===== config.mk =====
export PLATFORM = sky130hd
export DESIGN_NAME = green_time_adapter_flat
export DESIGN_NICKNAME = d
export VERILOG_FILES = /design/src/rtl/green_time_adapter_if.sv /design/src/rtl/green_time_adapter.sv /design/src/flat_wrapper.sv
export SDC_FILE = /design/constraint.sdc
export NUM_CORES = 1
export LEC_CHECK = 0
export BUFFER_PORTS_ARGS = -buffer_cell sky130_fd_sc_hd__buf_4
export CAP_MARGIN = 20
export CORE_ASPECT_RATIO = 1.25
export CORE_MARGIN = 5
export CORE_UTILIZATION = 61
export DETAILED_ROUTE_END_ITERATION = 10
export PLACE_DENSITY_LB_ADDON = 0.3
export SLEW_MARGIN = 15
export SYNTH_ARGS = -nofsm -noshare
export SYNTH_HDL_FRONTEND = slang
export SYNTH_SLANG_ARGS = --single-unit

===== constraint.sdc =====
create_clock -name clk -period 11.15 [get_ports clk]
set_clock_uncertainty 0.15 [all_clocks]
set_input_delay 0.5575 -clock clk [delete_from_list [all_inputs] [get_ports clk]]
set_output_delay 0.5575 -clock clk [all_outputs]
set_load 0.05 [all_outputs]

===== src/rtl/green_time_adapter_if.sv =====
// Bus between a phase sequencer and the green-time adaptation engine.
//
// Handshake: start is a request level sampled on the rising clock edge.
// It is only acted on while the engine is idle. busy rises on the cycle
// after acceptance. done is a single-cycle pulse. tg_out, tot and avg
// hold their value from that cycle until the next done pulse or reset.
//
// Signals:
//   start      master->slave  request a new adaptation
//   cnt_in     master->slave  per-road vehicle counts, road i at [i*CNT_W +: CNT_W]
//   tg_base    master->slave  per-road base green times, same packing
//   busy       slave->master  computation in progress
//   done       slave->master  one-cycle result-valid pulse
//   tg_out     slave->master  adapted green times
//   tot        slave->master  sum of snapshotted counts
//   avg        slave->master  floor(tot / NUM_ROADS)
//   state_dbg  slave->master  current FSM state encoding, for observation
interface green_time_adapter_if #(
    parameter int NUM_ROADS = 4,
    parameter int CNT_W     = 8,
    parameter int TG_W      = 8
);
    localparam int SW = CNT_W + $clog2(NUM_ROADS);

    logic                       start;
    logic [NUM_ROADS*CNT_W-1:0] cnt_in;
    logic [NUM_ROADS*TG_W-1:0]  tg_base;
    logic                       busy;
    logic                       done;
    logic [NUM_ROADS*TG_W-1:0]  tg_out;
    logic [SW-1:0]              tot;
    logic [CNT_W-1:0]           avg;
    logic [2:0]                 state_dbg;

    modport master (
        output start, cnt_in, tg_base,
        input  busy, done, tg_out, tot, avg, state_dbg
    );

    modport slave (
        input  start, cnt_in, tg_base,
        output busy, done, tg_out, tot, avg, state_dbg
    );
endinterface


===== src/rtl/green_time_adapter.sv =====
// Green-time adaptation engine for an N-approach junction controller.
//
// On an accepted start, the engine snapshots the counts and the base times.
// It then takes one cycle per road to sum the counts, and one cycle to form
// the floored average. Next it takes one cycle per road to compute
// clamp(base + ((cnt - avg) >>> GAIN_SHIFT)) into a shadow register. Finally
// it publishes all results together with a done pulse.
// The latency from the accepting edge to done is 2*NUM_ROADS+2 cycles.
//
// Optional feature macro: ADAPT_SMOOTH_EN. When it is defined, the published
// green time is the floored mean of the previous output and the new clamped
// value.
//
// Ports:
//   clk    rising-edge clock
//   reset  synchronous, active-high. It aborts any computation and loads
//          tg_out from tg_base.
//   bus    green_time_adapter_if.slave (start/cnt_in/tg_base in; busy/done/
//          tg_out/tot/avg/state_dbg out)
module green_time_adapter #(
    parameter int NUM_ROADS  = 4,
    parameter int CNT_W      = 8,
    parameter int TG_W       = 8,
    parameter int GAIN_SHIFT = 0,
    parameter int TG_MIN     = 5,
    parameter int TG_MAX     = 60
) (
    input  logic                  clk,
    input  logic                  reset,
    green_time_adapter_if.slave   bus
);
    localparam int LG = $clog2(NUM_ROADS);
    localparam int SW = CNT_W + LG;
    // Wide enough that base + delta can never wrap, whatever the widths.
    localparam int RW = ((TG_W > CNT_W) ? TG_W : CNT_W) + 2;
    localparam logic signed [RW-1:0] MIN_S = RW'(TG_MIN);
    localparam logic signed [RW-1:0] MAX_S = RW'(TG_MAX);
    localparam logic [LG-1:0] LAST = LG'(NUM_ROADS - 1);

    typedef enum logic [2:0] {
        IDLE = 3'd0,
        SUM  = 3'd1,
        AVG  = 3'd2,
        ADJ  = 3'd3,
        DONE = 3'd4
    } state_t;

    state_t            state;
    logic [LG-1:0]     idx;
    logic [SW-1:0]     acc;
    logic [CNT_W-1:0]  avg_r;
    logic [CNT_W-1:0]  cnt_snap [NUM_ROADS];
    logic [TG_W-1:0]   base_snap[NUM_ROADS];
    logic [TG_W-1:0]   shadow   [NUM_ROADS];
    logic [TG_W-1:0]   tg_r     [NUM_ROADS];
    logic              busy_r;
    logic              done_r;
    logic [SW-1:0]     tot_r;
    logic [CNT_W-1:0]  avg_o;

    // Adjustment for the road currently selected by idx.
    logic signed [CNT_W:0]  delta;
    logic signed [CNT_W:0]  d;
    logic signed [RW-1:0]   raw;
    logic [TG_W-1:0]        clamped;

    always_comb begin
        delta   = $signed({1'b0, cnt_snap[idx]}) - $signed({1'b0, avg_r});
        d       = delta >>> GAIN_SHIFT;
        raw     = $signed({{(RW-TG_W){1'b0}}, base_snap[idx]})
                + $signed({{(RW-CNT_W-1){d[CNT_W]}}, d});
        clamped = raw[TG_W-1:0];
        if (raw < MIN_S)
            clamped = TG_W'(TG_MIN);
        else if (raw > MAX_S)
            clamped = TG_W'(TG_MAX);
    end

    // Value published per road in DONE.
    logic [TG_W-1:0] publish[NUM_ROADS];
`ifdef ADAPT_SMOOTH_EN
    logic [TG_W:0] smooth_sum[NUM_ROADS];
    always_comb begin
        for (int i = 0; i < NUM_ROADS; i++) begin
            smooth_sum[i] = {1'b0, tg_r[i]} + {1'b0, shadow[i]};
            publish[i]    = smooth_sum[i][TG_W:1];
        end
    end
`else
    always_comb begin
        for (int i = 0; i < NUM_ROADS; i++)
            publish[i] = shadow[i];
    end
`endif

    always_ff @(posedge clk) begin
        if (reset) begin
            state  <= IDLE;
            idx    <= '0;
            acc    <= '0;
            avg_r  <= '0;
            busy_r <= 1'b0;
            done_r <= 1'b0;
            tot_r  <= '0;
            avg_o  <= '0;
            for (int i = 0; i < NUM_ROADS; i++)
                tg_r[i] <= bus.tg_base[i*TG_W +: TG_W];
        end else begin
            done_r <= 1'b0;
            case (state)
                IDLE: begin
                    busy_r <= 1'b0;
                    if (bus.start) begin
                        for (int i = 0; i < NUM_ROADS; i++) begin
                            cnt_snap[i]  <= bus.cnt_in[i*CNT_W +: CNT_W];
                            base_snap[i] <= bus.tg_base[i*TG_W +: TG_W];
                        end
                        acc    <= '0;
                        idx    <= '0;
                        busy_r <= 1'b1;
                        state  <= SUM;
                    end
                end
                SUM: begin
                    acc <= acc + {{LG{1'b0}}, cnt_snap[idx]};
                    idx <= idx + 1'b1;
                    if (idx == LAST)
                        state <= AVG;
                end
                AVG: begin
                    avg_r <= CNT_W'(acc >> LG);
                    idx   <= '0;
                    state <= ADJ;
                end
                ADJ: begin
                    shadow[idx] <= clamped;
                    idx         <= idx + 1'b1;
                    if (idx == LAST)
                        state <= DONE;
                end
                DONE: begin
                    // busy stays high while done is visible; it drops in IDLE.
                    for (int i = 0; i < NUM_ROADS; i++)
                        tg_r[i] <= publish[i];
                    tot_r  <= acc;
                    avg_o  <= avg_r;
                    done_r <= 1'b1;
                    state  <= IDLE;
                end
                default: state <= IDLE;
            endcase
        end
    end

    always_comb begin
        for (int i = 0; i < NUM_ROADS; i++)
            bus.tg_out[i*TG_W +: TG_W] = tg_r[i];
    end

    assign bus.busy      = busy_r;
    assign bus.done      = done_r;
    assign bus.tot       = tot_r;
    assign bus.avg       = avg_o;
    assign bus.state_dbg = state;
endmodule


===== src/flat_wrapper.sv =====
// flat-port wrapper written by rule: the top's interface ports become plain ports
module green_time_adapter_flat 
#(
    parameter int NUM_ROADS  = 4,
    parameter int CNT_W      = 8,
    parameter int TG_W       = 8,
    parameter int GAIN_SHIFT = 0,
    parameter int TG_MIN     = 5,
    parameter int TG_MAX     = 60
)
  (clk, reset, bus_start, bus_cnt_in, bus_tg_base, bus_busy, bus_done, bus_tg_out, bus_tot, bus_avg, bus_state_dbg);
  green_time_adapter_if #(.NUM_ROADS(NUM_ROADS), .CNT_W(CNT_W), .TG_W(TG_W)) bus_i ();
  input  logic clk;
  input  logic reset;
  input wire logic [$bits(bus_i.start)-1:0] bus_start;
  input wire logic [$bits(bus_i.cnt_in)-1:0] bus_cnt_in;
  input wire logic [$bits(bus_i.tg_base)-1:0] bus_tg_base;
  output wire logic [$bits(bus_i.busy)-1:0] bus_busy;
  output wire logic [$bits(bus_i.done)-1:0] bus_done;
  output wire logic [$bits(bus_i.tg_out)-1:0] bus_tg_out;
  output wire logic [$bits(bus_i.tot)-1:0] bus_tot;
  output wire logic [$bits(bus_i.avg)-1:0] bus_avg;
  output wire logic [$bits(bus_i.state_dbg)-1:0] bus_state_dbg;
  assign bus_i.start = bus_start;
  assign bus_i.cnt_in = bus_cnt_in;
  assign bus_i.tg_base = bus_tg_base;
  assign bus_busy = bus_i.busy;
  assign bus_done = bus_i.done;
  assign bus_tg_out = bus_i.tg_out;
  assign bus_tot = bus_i.tot;
  assign bus_avg = bus_i.avg;
  assign bus_state_dbg = bus_i.state_dbg;
  green_time_adapter #(.NUM_ROADS(NUM_ROADS), .CNT_W(CNT_W), .TG_W(TG_W), .GAIN_SHIFT(GAIN_SHIFT), .TG_MIN(TG_MIN), .TG_MAX(TG_MAX)) u_core (.clk(clk), .reset(reset), .bus(bus_i));
endmodule

=== Word-level counts from Yosys, hierarchy flattened ===
Memories as Yosys holds them, arrays and structs flattened. A register that Yosys moved wholly into a read port is not among the register bits.
Cells that the tools add are included.

* Output and inout port bits: 55
* Input port bits: 67
* Register bits: 43
* Word-level logic and storage cells: 67
* Memories: 4
* Bits in writable memories: 128

* Mux-type cells: 30
* Eq/ne operators: 8
* Magnitude comparators: 2
* Reductions and logical operators: 7
* Bitwise operators: 4
* Add/sub/neg operators: 4

{| class="wikitable"
|+ Memory list
! name !! words !! bits a word !! read ports !! clocked after memory_dff !! wr ports !! line !! source
|-
| u_core.base_snap || 4 || 8 || 1 || 1 || 4 || green_time_adapter.sv:53 || <nowiki>logic [TG_W-1:0] base_snap[NUM_ROADS];</nowiki>
|-
| u_core.cnt_snap || 4 || 8 || 1 || 1 || 4 || green_time_adapter.sv:52 || <nowiki>logic [CNT_W-1:0] cnt_snap [NUM_ROADS];</nowiki>
|-
| u_core.shadow || 4 || 8 || 4 || 0 || 1 || green_time_adapter.sv:54 || <nowiki>logic [TG_W-1:0] shadow [NUM_ROADS];</nowiki>
|-
| u_core.tg_r || 4 || 8 || 4 || 0 || 4 || green_time_adapter.sv:55 || <nowiki>logic [TG_W-1:0] tg_r [NUM_ROADS];</nowiki>
|}

{| class="wikitable"
|+ Operators by type and width
! kind !! number
|-
| 8-bit 2-to-1 mux || 6
|-
| 10-bit one-hot mux with 2 select lines || 1
|-
| 1-bit 2-to-1 mux || 12
|-
| 3-bit one-hot mux with 4 select lines || 1
|-
| 10-bit by 8-bit adder with 10-bit output || 1
|-
| 9-bit by 9-bit adder with 10-bit output || 1
|-
| 10-bit by 7-bit > comparator with 1-bit output (second input constant) || 1
|-
| 10-bit by 4-bit less-than comparator with 1-bit output (second input constant) || 1
|-
| 10-bit 2-to-1 mux || 1
|-
| 2-bit 2-to-1 mux || 5
|-
| 3-bit 2-to-1 mux || 3
|-
| 8-bit by 8-bit subtractor with 9-bit output || 1
|-
| 3-bit by 2-bit equality test with 1-bit output (second input constant) || 2
|-
| 2-bit one-hot mux with 3 select lines || 1
|-
| 2-bit by 1-bit inequality test with 1-bit output (second input constant) || 2
|-
| 1-bit bitwise OR || 4
|-
| 2-bit AND reduction || 2
|-
| 3-bit by 1-bit equality test with 1-bit output (second input constant) || 1
|-
| 3-bit equality test (second input constant) || 1
|-
| 3-bit logical NOT || 1
|-
| 3-bit AND reduction || 1
|-
| 3-bit nonzero test || 1
|-
| 2-bit by 1-bit adder with 2-bit output (second input constant) || 1
|-
| 2-bit equality test (second input constant) || 1
|-
| other kinds (3) || 3
|}

=== Depth between registers and ports, before layout ===
Gate-level depths: netlist of run 1.

* Depth after elaboration: 6
* Gate-level depth with buffers: 18
* Gate-level depth less buffers: 17

=== Worst setup path after synthesis of run 1 ===
No wires, ideal clock.

* Kind: reg2reg
* From: reg with a tool-made name
* To: mem u_core.shadow[0][0], data pin
* Path buffers: 2
* Clock period less this slack: 4996 ps
* Cell stages (with the launch flop): 18
* Required time: 10737 ps
* Data arrival time: 4583 ps
* Setup time: 263 ps
* Setup slack: 6154 ps
* Path through: dfxtp_1 > clkbuf_1 > buf_2 > mux4_2 > ha_1 > nor2b_1 > o21ai_0 > a21boi_0 > o21ai_0 > nor2b_1 > xnor2_1 > ha_1 > or3b_1 > o311ai_1 > nor3b_1 > or4_1 > a32o_1 > a21o_1

{| class="wikitable"
|+ RTL lines
! item !! line
|-
| end: declaration || green_time_adapter.sv:54
|}

==> impl_metrics.py, run 1 <==
metrics = {
    "power_and_ir_drop": {
        "p_seq_frac": 0.481,
        "power_switching_uw": 419.8,
        "p_comb_frac": 0.163,
        "peakVddDrop_uv": 104.7,
        "power.internal_uw": 1115,
        "leakage_uw": 0.003467,
        "switching_share": 0.2735,
        "p_per_area_nw_per_um2": 169.1,
        "clkPwrFrac": 0.356,
        "finalPower_uw": 1535,
    },
    "sta": {
        "max_freq_mhz": 200.9,
        "hold_viol_final": 0,
        "relSlewSlack": 0.4500,
        "max_slew.worst_pin.slew_ns": 0.8251,
        "finalCriticalPeriod_ns": 4.979,
        "finalSetupViolations": 0,
        "maxSlewViolCount": 0,
        "period_share": 0.4465,
        "rsz0062_at_grt": "false",
        "hold_ws_ns": 0.1637,
        "tns_ns": 0,
    },
    "clock_tree": {
        "numCtsBuffers": 17,
        "clk_pin_slew_ns": 0.06,
        "post_cts_resized": 0,
        "hold_buffers": 0,
        "clk_latency_ns": 0.42,
        "cts_tree": "done",
        "postCtsSetupRepairBufs": 0,
        "clock-sinks": 173,
        "clk_path_buf_depth": 2,
        "cts_root_buf": "clkbuf_16",
        "htreeDepth": 4,
    },
    "placed_design": {
        "placed_area_sq_um": 8521,
        "placedCellCount": 791,
        "place_hpwl_um": 11870,
        "io_buffer_count": 121,
        "gp_congestion": 0.8947,
    },
    "worst_setup_path": {
        "crit_path_max_incr_delay_ns": 0.57,
        "start_kind": "register",
        "critPathSlowestCell": "mux4_2",
        "crit_arrival_ns": 4.99,
        "critPathKind": "reg -> reg",
        "endpoint_kind": "register",
        "cp_cell_sequence": "buf_4 -> mux4_2 -> ha_1 -> o21ai_0 -> a21boi_0 -> o21ai_0 -> nor2b_1 -> xnor2_1 -> ha_1 -> or3b_1 -> o311ai_1 -> nor3b_1 -> or4_1 -> a32o_1 -> a21o_1",
        "ff2ff_path_depth": 15,
        "rrSetupSlack_ns": 6.17,
        "critPathRequiredTime_ns": 11.16,
        "reg2reg_to": "u_core.shadow[1][0]",
        "cp_max_fo": 14,
    },
    "global_route": {
        "grt_pass1_wl_um": 27010,
        "overflow": 0,
        "grt_max_degree": 65,
        "antenna_found_initial": 0,
        "gr-usage-all-layers": 0.2504,
        "grt_pass1_vias": 5011,
    },
    "floorplan": {
        "core-area_sq_um": 12050,
        "die-area_sq_um": 14450,
        "dieWidth_um": 108.5,
        "die_y_um": 133.2,
        "start_util": 0.6144,
        "ioPinCount": 122,
        "rows": 45,
    },
    "logic_synthesis": {
        "synth_top_cell_by_area": "edfxtp_1",
        "synth_top_area_share": 0.5192,
        "yosys_warnings": 0,
        "synth_area_leaders": "edfxtp_1 (52%), dfxtp_1 (12%), mux2_2 (5.0%)",
        "synth_area_per_cell_sq_um": 14.43,
        "ys_seq_elements": 173,
        "yosysSeqAreaShare": 0.6409,
        "syn_inst": 513,
        "syn_area_sq_um": 7403,
        "synth_cell_type_count": 57,
        "synth_edf_count": 128,
        "async_flop_share": 0,
        "ys.flop_type": "edfxtp_1",
    },
    "routing": {
        "vias_per_cell": 5.790,
        "ant_nets": 0,
        "drc": 0,
        "drtPass1Iterations": 5,
        "wl_per_cell_um": 21.12,
        "wirelength_um": 17400,
        "drt_iter0_markers": 203,
        "vias": 4771,
    },
    "layout": {
        "most-common-layout-cells": "edfxtp_1 (128), buf_4 (127), dfxtp_1 (45), mux2_2 (33), nor2_1 (30)",
        "layout_commonest_cell": "edfxtp_1",
        "antennaDiodeCount": 0,
        "area.growth.synth_to_final_pct": 22.63,
        "final_cells": 824,
        "drive_gt1_frac": 0.3227,
        "nets": 746,
        "finalInstanceArea_sq_um": 9079,
    },
    "min_path": {
        "hold_depth": 1,
        "hp-class": "in -> reg",
        "worstHoldStart": "bus_cnt_in[7]",
        "worstHoldEndpoint": "u_core.cnt_snap[0][7]",
    },
    "flow_run": {
        "maxCapViolCount": 0,
    },
    "status": {
        "status": "finished, final reports clean",
    },
}
[layout make-up]
cell class              instances  area [sq um]
multi-input cells             303          2527
well taps                     164         205.2
inverters                      24         90.09
fillers                       767          2970
clock buffers                  19         432.9
clock inverters                13         105.1
flip-flops and latches        173          4745
repair buffers                128         973.4
[Yosys cell counts (all sizes together), types with 2 or more instances]
library cell and instances:
edfxtp 128, dfxtp 45, mux2 33, nor2 31
ha 29, a21oi 28, inv 24, a22o 18
clkbuf 18, mux4 16, nand2 14, o21ai 14
nand3 9, a211oi 7, a21o 7, nor3 7
xnor2 7, nand2b 6, xor2 6, and2 5
nor3b 5, a21boi 4, or4 4, and3 3
fa 3, o211ai 3, or2 3, a32o 2
buf 2, nand3b 2, nand4 2, nor2b 2
nor4 2, nor4b 2, o21a 2, o22a 2
o311ai 2, or3b 2
[worst max-delay path: cells and delay by family, from the launching register on]
| family | cells | cell delay (ns) |
|---|---|---|
| AOI/OAI and AO/OA | 6 | 1.03 |
| DFF | 1 | 0.43 |
| muxes | 1 | 0.57 |
| xor gates and xnor gates | 1 | 0.15 |
| adders and majority gates | 2 | 0.75 |
| and+or+nand+nor | 4 | 1.26 |
| buffers and inverters | 1 | 0.36 |
[per-stage QoR]
stage | util | worst slack, ns
floorplan | - | 6.154
global placement | 0.7072 | 6.427
CTS | 0.7518 | 6.168
global route | 0.7535 | 5.771
finish | 0.7535 | 6.171
detailed placement | 0.7072 | 6.274
[power groups by stage]
stage          clock network [uW]  logic, uW  registers [uW]
2_1_floorplan                   0        137             781
3_3_place_gp                    0        237             750
3_5_place_dp                    0        245             751
4_1_cts                       549        249             738
5_1_grt                       584        271             740
6_report                      546        251             738
[flip-flops by register name (all words and copies together) (netlist names), named ones only]
name                  flops
u_core.base_snap         32
u_core.cnt_snap          32
u_core.shadow            32
u_core.tg_r              32
u_core.acc               10
u_core.bus.tot           10
u_core.avg_r              8
u_core.bus.avg            8
u_core.bus.state_dbg      3
u_core.idx                2
u_core.bus.busy           1
u_core.bus.done           1
[how the worst max path moves through the flow]
stage                  start                   to  slack, ns  cells past startpoint
floorplan           register  u_core.shadow[0][0]       6.15                     17
global placement    register  u_core.shadow[0][0]       6.43                     17
detailed placement  register  u_core.shadow[2][0]       6.27                     15
CTS                 register  u_core.shadow[1][0]       6.17                     17
global route        register  u_core.shadow[0][1]       5.77                     16
finish              register  u_core.shadow[1][0]       6.17                     15
[logic make-up after synthesis]
logic type	count (synthesis)	share of synthesized area
AND/OR/NAND/NOR	102	0.07217
multiplexers	50	0.1002
adder cells (fa/ha/maj)	32	0.05712
XOR/XNOR	13	0.01538
other	1	0.0005065
AO/OA/AOI/OAI	98	0.09126
buffers and inverters	44	0.02248
flip-flops	173	0.6409
[metal layers]
layer	track usage	part of all wire
met3	0.04799	0.039
met1	0.2951	0.37
met5	0	0
met4	0.07509	0.019
met2	0.4577	0.57
Power figures use the tool's default switching activity.
==> run 2: changes to the inputs <==
ABC_AREA = 1   (was not set)
CORE_UTILIZATION = 51   (was 61)
clock period = 4.1 ns   (was 11.15 ns; I/O delays follow)
==> run 2 against run 1 <==
Effect of this change:
- sequential share of layout area down 5.2 points
- non-clock buffer count up 82
- global-route usage is 0.94 points lower
- critical path depth grew 5
- wire length increased by 18%
- synthesized cell count increased by 46%
- critical path type unchanged
- critical endpoint is now u_core.shadow[1][2]
==> impl_metrics.py, run 2 <==
metrics = {
    "worst_setup_path": {
        "critPathRequiredTime_ns": 4.04,
        "critPathKind": "reg -> reg",
        "ff2ff_path_depth": 20,
        "crit_family": "simple AND/OR/NAND/NOR gates",
        "crit_arrival_ns": 3.76,
        "cp.depth": 20,
        "critPathSlowestCell": "ha_1",
        "start_kind": "register",
        "cp_max_fo": 8,
        "cp_num_buf_inv": 3,
        "crit_path_max_incr_delay_ns": 0.36,
        "cp_cell_sequence": "buf_6 -> o21ai_0 -> o22ai_1 -> ha_1 -> a21oi_1 -> nand2_1 -> a21oi_1 -> nor2_1 -> nor2_1 -> xor2_1 -> inv_1 -> ha_1 -> nand2_1 -> inv_1 -> a21oi_2 -> nand3b_1 -> nand2_2 -> nand4_1 -> nor2_2 -> nand4_1",
        "endpoint_kind": "register",
    },
    "logic_synthesis": {
        "synth_cell_type_count": 34,
        "synth_top_area_share": 0.5058,
        "synth_edf_count": 128,
        "yosys_warnings": 0,
        "syn_inst": 747,
        "synth.most_common_cell": "nand2_1",
        "async_flop_share": 0,
        "synth_top_cell_by_area": "edfxtp_1",
        "synth_common_cells": "nand2_1 (197), edfxtp_1 (128), nor2_1 (65), inv_1 (61), o21ai_0 (48)",
        "synth_area_per_cell_sq_um": 10.17,
        "ys_seq_elements": 173,
        "synth_area_leaders": "edfxtp_1 (51%), dfxtp_1 (12%), nand2_1 (9.7%)",
        "syn_area_sq_um": 7599,
        "yosysSeqAreaShare": 0.6244,
        "ys.flop_type": "edfxtp_1",
    },
    "placed_design": {
        "placed_area_sq_um": 8797,
        "io_buffer_count": 121,
        "placedCellCount": 1050,
        "gp_congestion": 0.8920,
        "pre_cts_slack_ns": 0.1505,
        "place_hpwl_um": 13600,
    },
    "floorplan": {
        "dieWidth_um": 119.2,
        "core-area_sq_um": 14830,
        "die_y_um": 146.5,
        "die-area_sq_um": 17460,
        "start_util": 0.5125,
        "ioPinCount": 122,
        "rows": 50,
    },
    "routing": {
        "ant_nets": 0,
        "drc": 0,
        "dr_wl_met3_um": 1330,
        "highest_layer": "met4",
        "met1Wirelength_um": 7871,
        "wirelength_um": 20550,
        "drt_iter0_markers": 492,
        "wl_per_cell_um": 17.81,
        "vias_per_cell": 5.329,
        "wl_met2_um": 10820,
        "vias": 6150,
        "drtPass1Iterations": 5,
    },
    "sta": {
        "finalWorstSetupSlack_ns": 0.2813,
        "max_slew.worst_pin.slew_ns": 0.9335,
        "finalSetupViolations": 0,
        "max_freq_mhz": 261.9,
        "period_share": 0.9314,
        "relSlewSlack": 0.3754,
        "maxSlewViolCount": 0,
        "finalCriticalPeriod_ns": 3.819,
        "hold_viol_final": 0,
        "hold_ws_ns": 0.3203,
    },
    "layout": {
        "antennaDiodeCount": 0,
        "most-common-layout-cells": "nand2_1 (197), buf_4 (142), edfxtp_1 (128), dlygate4sd3_1 (66), nor2_1 (61)",
        "drive_gt1_frac": 0.2119,
        "final_cells": 1154,
        "finalInstanceArea_sq_um": 10090,
        "area.growth.synth_to_final_pct": 32.83,
        "layout_commonest_cell": "nand2_1",
        "nets": 1058,
    },
    "power_and_ir_drop": {
        "clkPwrFrac": 0.247,
        "power.internal_uw": 3837,
        "leakage_uw": 0.004265,
        "p_seq_frac": 0.356,
        "p_per_area_nw_per_um2": 611.0,
        "peakVddDrop_uv": 337.4,
        "power_switching_uw": 2330,
        "p_comb_frac": 0.397,
        "switching_share": 0.3778,
    },
    "status": {
        "status": "finished, final reports clean",
    },
    "clock_tree": {
        "cts_root_buf": "clkbuf_16",
        "clock-sinks": 173,
        "clk_latency_ns": 0.43,
        "clk_pin_slew_ns": 0.07,
        "cts_tree": "done",
        "clk_path_buf_depth": 2,
        "numCtsBuffers": 17,
        "htreeDepth": 4,
    },
    "global_route": {
        "antenna_found_initial": 0,
        "grt_max_degree": 65,
        "grt_pass1_vias": 6148,
        "overflow": 0,
        "gr-usage-all-layers": 0.2410,
        "grt_pass1_wl_um": 32520,
    },
    "flow_run": {
        "maxCapViolCount": 0,
    },
    "min_path": {
        "hp-class": "reg -> reg",
        "hold_depth": 2,
    },
}
==> run 2: cell count changes after synthesis, sizes merged, moves of 29 or more <==
cell / previous run / this run
mux2: 33 / 0
nor2: 31 / 70
nand3: 9 / 38
nand2: 14 / 207
o21ai: 14 / 50
inv: 24 / 63
==> run 2: per-layer routing <==
metal,up-vias,global-route usage
met4,0,0.08928
met1,2915,0.2860
met2,254,0.4280
met5,-,0
met3,38,0.05114
li1,2943,-
==> run 2: worst min-delay path: stages (launching register included) <==
cell	delay, ns
dfxtp_1	0.31
nand3_1	0.07
nand2_1	0.05
==> run 2: worst paths after layout <==
kind | slack, ns | from | to
setup reg to reg | 0.28 | register | u_core.shadow[1][2]
setup / recovery | 0.28 | register | u_core.shadow[1][2]
hold reg to reg | 0.32 | u_core.bus.tot[1] | u_core.bus.tot[1]
hold / removal | 0.32 | u_core.bus.tot[1] | u_core.bus.tot[1]
==> run 2: cells by family after synthesis <==
group,Yosys count,synth area share
AO/OA/AOI/OAI,115,0.08118
flip-flops,173,0.6244
adder cells (fa/ha/maj),32,0.05566
AND/OR/NAND/NOR,329,0.1806
buffers and inverters,87,0.04413
XOR/XNOR,10,0.01350
other,1,0.0004935
==> run 2: final cells by class <==
type,instances,area (sq um)
flip-flops and latches,173,4747
fillers,1086,4733
clock buffers,19,432.9
repair buffers,210,1743
multi-input cells,494,2590
inverters,63,236.5
well taps,182,227.7
clock inverters,13,116.4
==> run 2: repair_timing <==
action | 4_1_cts | 5_1_grt
resized for setup | 0 | 13
hold endpoints to repair | 111 | 0
hold buffers | 66 | 0
buffers inserted | 0 | 5
setup endpoints to repair | 0 | 24
==> run 2: per-stage QoR <==
step / utilization / power, uW / setup TNS [ns]
4_1_cts: 0.6749 / 6061 / 0
6_report: 0.6808 / 6167 / 0
3_5_place_dp: 0.5933 / 4481 / 0
2_1_floorplan: - / 3843 / 0
5_1_grt: 0.6808 / 6555 / -0.04879
3_3_place_gp: 0.5933 / 4476 / 0
==> run 2: power by group through the flow <==
stage | registers (uW) | clock network [uW] | logic, uW
after global routing | 2200 | 1610 | 2740
after detailed placement | 2220 | 0 | 2260
after global placement | 2230 | 0 | 2250
after CTS | 2190 | 1540 | 2330
after floorplan | 2300 | 0 | 1540
final | 2190 | 1520 | 2450
==> run 3: changes to the inputs <==
ABC_CLOCK_PERIOD_IN_PS = 4100   (was not set)
GPL_TIMING_DRIVEN = 0   (was not set)
==> run 3 against run 2 <==
Effect of this change:
- critical path depth did not move
- die area did not move
- core utilization rose by 1.4 points
- worst setup slack got worse by 0.032 ns
- global-route usage fell by 0.15 points
- non-clock buffer count rose by 9
- highest routed layer unchanged
- cell count rose by 0.78%
- cell area rose by 2.0%
- combinational power rose by 4%
- clock-buffer cell count fell by 2
- clock power rose by 11%
==> impl_metrics.py, run 3 (same netlist as run 2, synthesis figures left out) <==
metrics = {
    "status": {
        "status": "finished, final reports clean",
    },
    "worst_setup_path": {
        "rrSetupSlack_ns": 0.25,
        "crit_family": "simple AND/OR/NAND/NOR gates",
        "start_kind": "register",
        "endpoint_kind": "register",
        "cp.depth": 20,
        "critPathRequiredTime_ns": 4.13,
        "critPathKind": "reg -> reg",
        "crit_arrival_ns": 3.88,
        "cp_max_fo": 10,
        "cp_cell_sequence": "inv_4 -> buf_4 -> o21ai_1 -> o22ai_2 -> ha_1 -> or2_1 -> nand2_2 -> nor2_1 -> nor2_1 -> xnor2_1 -> ha_1 -> nand2_1 -> inv_1 -> a21oi_2 -> nand3b_1 -> nand2_2 -> nand4_1 -> nor2_1 -> nand4_1 -> buf_4",
        "ff2ff_path_depth": 20,
        "crit_path_max_incr_delay_ns": 0.38,
        "cpMostUsedCell": "nor2_1",
        "cp_num_buf_inv": 4,
        "critPathSlowestCell": "dfxtp_4",
    },
    "layout": {
        "filler_cell_count": 1066,
        "most-common-layout-cells": "nand2_1 (196), buf_4 (130), edfxtp_1 (128), dlygate4sd3_1 (65), nor2_1 (61)",
        "nets": 1067,
        "antennaDiodeCount": 0,
        "final_cells": 1163,
        "finalInstanceArea_sq_um": 10300,
        "layout_commonest_cell": "nand2_1",
        "drive_gt1_frac": 0.2243,
        "area.growth.synth_to_final_pct": 35.52,
    },
    "floorplan": {
        "start_util": 0.5125,
        "die-area_sq_um": 17460,
        "ioPinCount": 122,
        "core-area_sq_um": 14830,
        "rows": 50,
        "dieWidth_um": 119.2,
        "die_y_um": 146.5,
    },
    "power_and_ir_drop": {
        "power.internal_uw": 3989,
        "peakVddDrop_uv": 336.2,
        "power_switching_uw": 2422,
        "leakage_uw": 0.004329,
        "p_seq_frac": 0.342,
        "p_comb_frac": 0.396,
        "p_per_area_nw_per_um2": 622.5,
        "switching_share": 0.3778,
        "clkPwrFrac": 0.262,
    },
    "placed_design": {
        "place_hpwl_um": 14210,
        "placed_area_sq_um": 8811,
        "gp_congestion": 0.9135,
        "io_buffer_count": 120,
        "placedCellCount": 1058,
        "pre_cts_slack_ns": -0.9671,
    },
    "flow_run": {
        "maxCapViolCount": 0,
    },
    "clock_tree": {
        "clock-sinks": 173,
        "htreeDepth": 4,
        "numCtsBuffers": 17,
        "clk_path_buf_depth": 2,
        "cts_root_buf": "clkbuf_16",
        "cts_tree": "done",
        "clk_pin_slew_ns": 0.07,
        "clk_latency_ns": 0.43,
    },
    "routing": {
        "vias": 6213,
        "wl_per_cell_um": 18.02,
        "drc": 0,
        "drt_iter0_markers": 483,
        "vias_per_cell": 5.342,
        "wirelength_um": 20960,
        "drtPass1Iterations": 6,
        "ant_nets": 0,
    },
    "sta": {
        "max_slew.worst_pin.slew_ns": 0.9660,
        "finalCriticalPeriod_ns": 3.850,
        "hold_ws_ns": 0.03775,
        "finalWorstSetupSlack_ns": 0.2495,
        "hold_viol_final": 0,
        "max_freq_mhz": 259.7,
        "period_share": 0.9391,
        "maxSlewViolCount": 0,
        "relSlewSlack": 0.3536,
        "finalSetupViolations": 0,
    },
    "global_route": {
        "met3_usage": 0.04494,
        "grt_pass1_vias": 6247,
        "busiest_layer": "met2",
        "grt_max_degree": 33,
        "grt_pass1_wl_um": 32200,
        "gr-usage-all-layers": 0.2395,
        "overflow": 0,
        "grtUsageMet2": 0.4252,
        "antenna_found_initial": 0,
        "use_met1": 0.2856,
    },
    "min_path": {
        "hp-class": "in -> reg",
        "hold_depth": 2,
    },
}
-- run 3: cell count changes in the layout (fill, tap and decap cells not counted), sizes merged --
cell	change
inv	+2
dlygate4sd3	-1
clkinvlp	+2
bufinv	+2
clkinv	-4
clkbuf	+8
-- run 3: layer usage --
| layer | vias up | wire [um] | part of all wire |
|---|---|---|---|
| met5 | - | 0 | 0 |
| met4 | 0 | 632 | 0.030 |
| met3 | 50 | 1364 | 0.065 |
| met2 | 251 | 10830 | 0.52 |
| met1 | 2952 | 8133 | 0.39 |
| li1 | 2960 | - | - |
-- run 3: stage by stage --
step                      setup TNS [ns]    util  total power (uW)
after floorplan                        0       -              3843
after global placement            -15.56  0.5905              4421
after detailed placement          -16.45  0.5943              4462
after CTS                        -0.1677  0.6840              6249
after global routing            -0.05524  0.6945              6776
final                                  0  0.6945              6410
-- run 3: worst paths after layout --
kind,from,to
setup / recovery,register,u_core.shadow[0][2]
hold / removal,reset,u_core.acc[7]
setup reg to reg,register,u_core.shadow[0][2]
hold reg to reg,u_core.bus.avg[0],u_core.bus.avg[0]
-- run 3: power by group through the flow --
stage / Clock [uW] / Sequential (uW) / Combinational [uW]
after CTS: 1690 / 2190 / 2370
after global routing: 1780 / 2200 / 2800
after global placement: 0 / 2230 / 2190
after detailed placement: 0 / 2220 / 2240
after floorplan: 0 / 2300 / 1540
final: 1680 / 2190 / 2540
-- run 3: layout make-up --
type,count,area (sq um),share of cell area
well taps,182,227.7,0.02211
flip-flops and latches,173,4750,0.4612
plain buffers,24,155.1,0.01507
clock buffers,17,425.4,0.04131
repair buffers,195,1659,0.1611
inverters,63,241.5,0.02345
clock inverters,15,186.4,0.01810
multi-input cells,494,2653,0.2576
-- run 3: timing repair --
| action | in CTS | in global routing |
|---|---|---|
| gates resized for setup | 20 | 45 |
| pin swaps | 2 | 8 |
| endpoints found under the hold margin | 97 | 0 |
| buffers inserted | 2 | 6 |
| setup endpoints to repair | 24 | 24 |
| hold buffers | 65 | 0 |
